<file path="src/rtl/tone_player.sv">
// Tone generator: latches a divider code, steps an 8-bit phase every freq_l clocks,
// shapes it into a square/saw/triangle sample and PWM-modulates it onto one pin.
module tone_player #(
   parameter int DUR_CYCLES = 2_000_000,
   parameter int DUR_W      = 21
) (
   input  logic       clk,
   input  logic       rst,
   input  logic [7:0] freq_i,
   input  logic [1:0] wave_sel_i,
   output logic [7:0] sample_o,
   output logic       pwm_o,
   output logic       busy_o
);

   localparam logic [0:0] IDLE = 1'b0;
   localparam logic [0:0] PLAY = 1'b1;

   localparam logic [DUR_W-1:0] DUR_LOAD = DUR_W'(DUR_CYCLES - 1);

   logic [0:0]       state_q,   state_d;
   logic [7:0]       freq_l_q,  freq_l_d;
   logic [7:0]       div_cnt_q, div_cnt_d;
   logic [7:0]       phase_q,   phase_d;
   logic [DUR_W-1:0] dur_cnt_q, dur_cnt_d;
   logic [7:0]       pwm_cnt_q, pwm_cnt_d;
   logic [7:0]       sample_q,  sample_d;
   logic             pwm_q,     pwm_d;
   logic             busy_q,    busy_d;

   logic             trigger;
   logic [7:0]       wave;

   assign trigger = (freq_i != 8'd0);

   always_comb begin
      wave = phase_q[7] ? 8'd0 : 8'd255;
      case (wave_sel_i)
         2'd1:    wave = phase_q;
         2'd2:    wave = phase_q[7] ? {~phase_q[6:0], 1'b0} : {phase_q[6:0], 1'b0};
         default: wave = phase_q[7] ? 8'd0 : 8'd255;
      endcase
   end

   always_comb begin
      // NOTE: every signal gets a default first so no path leaves it unassigned (no latches).
      state_d   = state_q;
      freq_l_d  = freq_l_q;
      div_cnt_d = div_cnt_q;
      phase_d   = phase_q;
      dur_cnt_d = dur_cnt_q;

      case (state_q)
         IDLE: begin
            if (trigger) begin
               state_d   = PLAY;
               freq_l_d  = freq_i;
               div_cnt_d = 8'd0;
               phase_d   = 8'd0;
               dur_cnt_d = DUR_LOAD;
            end
         end
         default: begin
            if (div_cnt_q == freq_l_q - 8'd1) begin
               div_cnt_d = 8'd0;
               phase_d   = phase_q + 8'd1;
            end else begin
               div_cnt_d = div_cnt_q + 8'd1;
            end

            // A held identical code only extends the note; a new code restarts the waveform.
            if (trigger) begin
               dur_cnt_d = DUR_LOAD;
               if (freq_i != freq_l_q) begin
                  freq_l_d  = freq_i;
                  div_cnt_d = 8'd0;
                  phase_d   = 8'd0;
               end
            end else if (dur_cnt_q != '0) begin
               dur_cnt_d = dur_cnt_q - 1'b1;
            end else begin
               state_d   = IDLE;
               div_cnt_d = 8'd0;
               phase_d   = 8'd0;
            end
         end
      endcase

      pwm_cnt_d = pwm_cnt_q + 8'd1;
      sample_d  = (state_q == PLAY) ? wave : 8'd0;
      pwm_d     = (state_q == PLAY) && (pwm_cnt_q < sample_q);
      busy_d    = (state_q == PLAY);
   end

   always_ff @(posedge clk) begin
      // NOTE: reset is synchronous, so it is simply the highest-priority branch of the clocked block.
      if (rst) begin
         state_q   <= IDLE;
         freq_l_q  <= 8'd0;
         div_cnt_q <= 8'd0;
         phase_q   <= 8'd0;
         dur_cnt_q <= '0;
         pwm_cnt_q <= 8'd0;
         sample_q  <= 8'd0;
         pwm_q     <= 1'b0;
         busy_q    <= 1'b0;
      end else begin
         state_q   <= state_d;
         freq_l_q  <= freq_l_d;
         div_cnt_q <= div_cnt_d;
         phase_q   <= phase_d;
         dur_cnt_q <= dur_cnt_d;
         pwm_cnt_q <= pwm_cnt_d;
         sample_q  <= sample_d;
         pwm_q     <= pwm_d;
         busy_q    <= busy_d;
      end
   end

   assign sample_o = sample_q;
   assign pwm_o    = pwm_q;
   assign busy_o   = busy_q;

endmodule
</file>
<file path="config.mk">
export PLATFORM = sky130hd
export DESIGN_NAME = tone_player
export DESIGN_NICKNAME = d
export VERILOG_FILES = /design/src/rtl/tone_player.sv
export SDC_FILE = /design/constraint.sdc
export NUM_CORES = 1
export LEC_CHECK = 0
export BUFFER_PORTS_ARGS = -buffer_cell sky130_fd_sc_hd__buf_2
export CAP_MARGIN = 10
export CORE_AREA = 2 2 75 77
export CTS_CLUSTER_SIZE = 25
export DETAILED_ROUTE_END_ITERATION = 7
export DIE_AREA = 0 0 77 79
export PLACE_DENSITY = 0.83
export RECOVER_POWER = 100
export SYNTH_ARGS = -nofsm -noshare
export SYNTH_HDL_FRONTEND = slang
export SYNTH_SLANG_ARGS = --single-unit
</file>
<file path="constraint.sdc">
create_clock -name clk -period 3.7 [get_ports clk]
set_input_delay 0.74 -clock clk [delete_from_list [all_inputs] [get_ports clk]]
set_output_delay 0.74 -clock clk [all_outputs]
set_load 0.05 [all_outputs]
</file>
# --- Word level (Yosys, flattened, before mapping) ---
# Index checks and enable logic that the tools add are counted.
classes:
  add_sub_neg: 5
  n_reduce_logical: 8
  n_eq_ne: 5
  magnitude_cmp: 1
  bitwise: 2
  mux: 26
op_table:
  columns: ["op", "count"]
  rows:
  - ["2-to-1 mux 8 bit", 17]
  - ["2-to-1 mux 21 bit", 4]
  - ["adder 8 x 1 -> 8 bit, second input constant", 3]
  - ["nonzero test 21 bit", 1]
  - ["subtractor 21 x 1 -> 21 bit, second input constant", 1]
  - ["case mux 8 bit (2 select lines)", 1]
  - ["== test 8 bit", 1]
  - ["less-than comparator 8 bit", 1]
  - ["!= test 8 bit", 1]
  - ["nonzero test 8 bit", 1]
  - ["subtractor 8 x 1 -> 8 bit, second input constant", 1]
  - ["NOT 7 bit", 1]
  - ["2-to-1 mux 1 bit", 4]
  - ["AND reduction 2 bit", 2]
  - ["nonzero test 2 bit", 2]
  - ["== test 2 x 1 -> 1 bit, second input constant", 1]
  - ["== test 2 bit, second input constant", 1]
  - ["!= test 2 x 1 -> 1 bit, second input constant", 1]
  - ["OR reduction 2 bit", 1]
  - ["logical AND 1 bit", 1]
  - ["NOT 1 bit", 1]
word_totals:
  word_cells: 56
  output_inout_bits: 10
  input_bits: 12
  register_bits: 64

# --- Depth between registers and ports, before layout ---
logic_depth:
  depth_word: 6
  mapped_depth: 10

# --- Worst setup path before layout ---
# Ideal clock, no wire load.
synth_path:
  kind: "in2reg"
  from: "input port freq_i[5]"
  to: "register phase_q[7]"
  stages: 6
  setup_slack_ns: 1.188
  setup_time_ns: 0.079
  arrival_ns: 2.433
  n_path_buf: 0
  path_cell_list: "nor4_1 -> and2_0 -> nand2_1 -> a221o_1 -> or4_1 -> o211ai_1"
synth_via:
  elab_chain_cells: 4
  elab_cells_between_ends: 6
  classes_between: "eq/ne (1); mux (3); reduce/logical (2)"
synth_lines:
  columns: ["element", "line_no", "text"]
  rows:
  - ["start: declaration", "9", "input logic [7:0] freq_i,"]
  - ["!= test 8 bit", "74", "if (freq_i != freq_l_q) begin"]
  - ["2-to-1 mux 8 bit", "74", null]
  - ["2-to-1 mux 8 bit", "72", "if (trigger) begin"]
  - ["2-to-1 mux 8 bit", "53", "case (state_q)"]
  - ["end signal: assignment", "111", "phase_q <= phase_d;"]
  - ["end: declaration", "24", "logic [7:0] phase_q, phase_d;"]
# Several ways; a longest one is shown, not always the timed one.
# A chain may end at the register's enable or synchronous reset.

# --- Worst setup path in the final report ---
layout_path:
  from: "register freq_l_q[0]"
  to: "register phase_q[7]"
layout_via:
  elab_chain_cells: 6
  elab_cells_between_ends: 8
  classes_between: "add/sub (1); eq/ne (2); mux (5)"
layout_lines:
  columns: ["element", "line_no", "text"]
  rows:
  - ["start: declaration", "22", "logic [7:0] freq_l_q, freq_l_d;"]
  - ["start signal: assignment", "109", "freq_l_q <= freq_l_d;"]
  - ["subtractor 8 x 1 -> 8 bit", "64", "if (div_cnt_q == freq_l_q - 8'd1) begin"]
  - ["== test 8 bit", "64", null]
  - ["2-to-1 mux 8 bit", "64", null]
  - ["2-to-1 mux 8 bit, on equally long branches", "79, 74", null]
  - ["2-to-1 mux 8 bit *", "72", null]
  - ["2-to-1 mux 8 bit *", "53", null]
# Mark *: on every way between the ends. The rest lies on a longest branch, timed or not.

==> flow_summary.yaml <==
timing:
  setup_viol: 0
  slew_violations: 0
  max_freq_mhz: 324
  rsz0062_at_grt: "no"
  timing.max_slew.rel_slack: 0.0819
  fin_crit_ns: 3.08
  skew_ns: 0.00721
  tightest_slew_ns: 1.38
  fin_tns_setup_ns: 0
  hold_violations: 0
  finalCritPeriodShare: 0.833
global_route:
  grt.overflow.total: 0
  antenna_found_initial: 0
  grt_max_degree: 34
  grt_pass1_vias: 2791
  grt_pass1_wl_um: 12100
  track_usage: 0.248
layout:
  diodes: 0
  syn_to_final_growth_pct: 9.28
  fillerInstances: 456
  design_area_um2: 3670
  drive_gt1_frac: 0.0713
  num-nets-final: 443
critical_path:
  cpMaxStageDelayCell: "or4_1"
  crit_chain: "inv_1 -> ha_1 -> nor3b_1 -> a21oi_1 -> nor4b_1 -> nand4_1 -> or4_1 -> o211ai_1"
  critical_path.n_buffers_inverters: 1
  path_max_fanout: 13
  slowest_delay_ns: 0.66
  rr_startpoint: "freq_l_q[0]"
  path_class: "reg -> reg"
  arrival_ns: 3.35
  crit_start: "freq_l_q[0]"
  start_kind: "flip-flop"
  cp_top_family: "simple AND/OR/NAND/NOR gates"
  cp.required_ns: 3.97
  end_kind: "flip-flop"
synth:
  yosysSeqAreaShare: 0.382
  synth_common_cells: "64 x dfxtp_1, 47 x nor2_1, 43 x a21oi_1"
  yosysTopAreaCellShare: 0.382
  ys_warn_count: 0
  syn_area_per_cell_um2: 8.37
  async_flop_share: 0
  synth_largest_area_cell: "dfxtp_1"
  yosysMostFrequentCell: "dfxtp_1"
  synth_fp_nets: 428
  ys_ff_latch: 64
  synth_edf_count: 0
  mappedNetlistArea_um2: 3360
  ys.flop_type: "dfxtp_1"
  netlist_instances: 401
  ys_types: 50
  synth.area.top_cells: "dfxtp_1 38%, a21oi_1 6.4%, xnor2_1 6.0%, ha_1 5.6%, nor2_1 5.3%"
die:
  fp.dieW_um: 77
  core_region_area_um2: 5340
  initial_core_util: 0.629
  rows: 27
  ios: 22
  die_h_um: 79
  die_area_um2: 6080
pwr:
  power.leakage_uw: 0.00138
  ir_worst_vdd_mv: 0.288
  power.density_nw_per_um2: 405
drt:
  num_vias: 2872
  initialDrtViolationCount: 141
  remaining_drc_errors: 0
  ant_nets: 0
  wl_per_cell_um: 14.0
  drt_pre_antenna_iters: 4
  drt_wl_total_um: 6920
  vias_per_cell: 5.83
worst_hold_path:
  worstHoldPathType: "reg -> reg"
  hold_start: "pwm_cnt_q[0]"
cts:
  clk_pin_slew_ns: 0.07
  cts-root-buf: "clkbuf_8"
  cts_sinks: 64
  post_cts_buffers: 0
  clk_latency_ns: 0.34
  clock_path_buffers: 2
  hold_buffers: 0
  cts_resized: 0
  cts_tree: "built"
  cts_inserted_buffers: 9
  cts.htree.levels: 3
placed_design:
  port_buffers: 21
  gp_routability_congestion: 0.792
  placed_cell_area_um2: 3490
  dp_hpwl_um: 5010
run:
  maxCapViolCount: 0
run_status:
  status: "finished clean"
## sequential cells by signal, summed over array words and instances (netlist names)
name       cells
busy_o         1
pwm_o          1
div_cnt_q      8
dur_cnt_q     21
pwm_cnt_q      8
busy_d         1
sample_o       8
phase_q        8
freq_l_q       8
## through the flow
stage	power [uW]	worst slack (ns)	util	instances	hold slack (ns)
2_1_floorplan	864	1.19	-	401	0.421
3_3_place_gp	895	0.774	0.654	477	0.446
3_5_place_dp	902	0.690	0.654	477	0.452
4_1_cts	1500	0.660	0.692	493	0.469
5_1_grt	1540	0.319	0.687	493	0.486
6_report	1490	0.617	0.687	493	0.462
## routing by layer
layer  part of all wire  track usage
met1               0.45        0.288
met5                  0            0
met2               0.48        0.433
met3              0.037       0.0375
met4              0.028        0.154
## final cells by class
| class | instances | area [um^2] | area share |
|---|---|---|---|
| Clock buffer | 13 | 159 | 0.0433 |
| Clock inverter | 3 | 40.0 | 0.0109 |
| Inverter | 19 | 71.3 | 0.0194 |
| Multi-Input combinational cell | 299 | 1920 | 0.524 |
| Sequential cell | 64 | 1280 | 0.349 |
| Tap cell | 72 | 90.1 | 0.0246 |
| Timing Repair Buffer | 23 | 105 | 0.0287 |
## worst paths after layout
| kind | endpoint | slack [ns] | cells past startpoint |
|---|---|---|---|
| setup / recovery | phase_q[7] | 0.62 | 8 |
| hold / removal | pwm_cnt_q[0] | 0.46 | 1 |
| setup reg to reg | phase_q[7] | 0.62 | 8 |
| hold reg to reg | pwm_cnt_q[0] | 0.46 | 1 |
## logic make-up after synthesis
group,after synthesis,synth area share
fa+ha+maj,15,0.0559
mux,7,0.0213
xor+xnor,40,0.104
simple gates,143,0.215
compound gates,94,0.179
buf+inv,38,0.0429
flops,64,0.382
## placed cells by master, fill, tap and decap left out, types with 6 or more instances in the layout
master and instances:
mux2i_1 6, nand2_1 21, clkbuf_8 11, dfxtp_1 64, o211ai_1 7, or4_1 7, clkbuf_1 14, buf_2 9
nand3_1 18, or3_1 8, nor4_1 8, xor2_1 17, o22a_1 6, nor3_1 13, nor2_1 47, ha_1 15
xnor2_1 23, a21oi_1 43, o21ai_0 10, inv_1 19
## power breakdown
part,internal (uW),switching (uW),total [uW]
registers,711,23.4,735
logic,59.3,90.2,149
clock network,346,256,602
(Power assumes the default switching activity.)
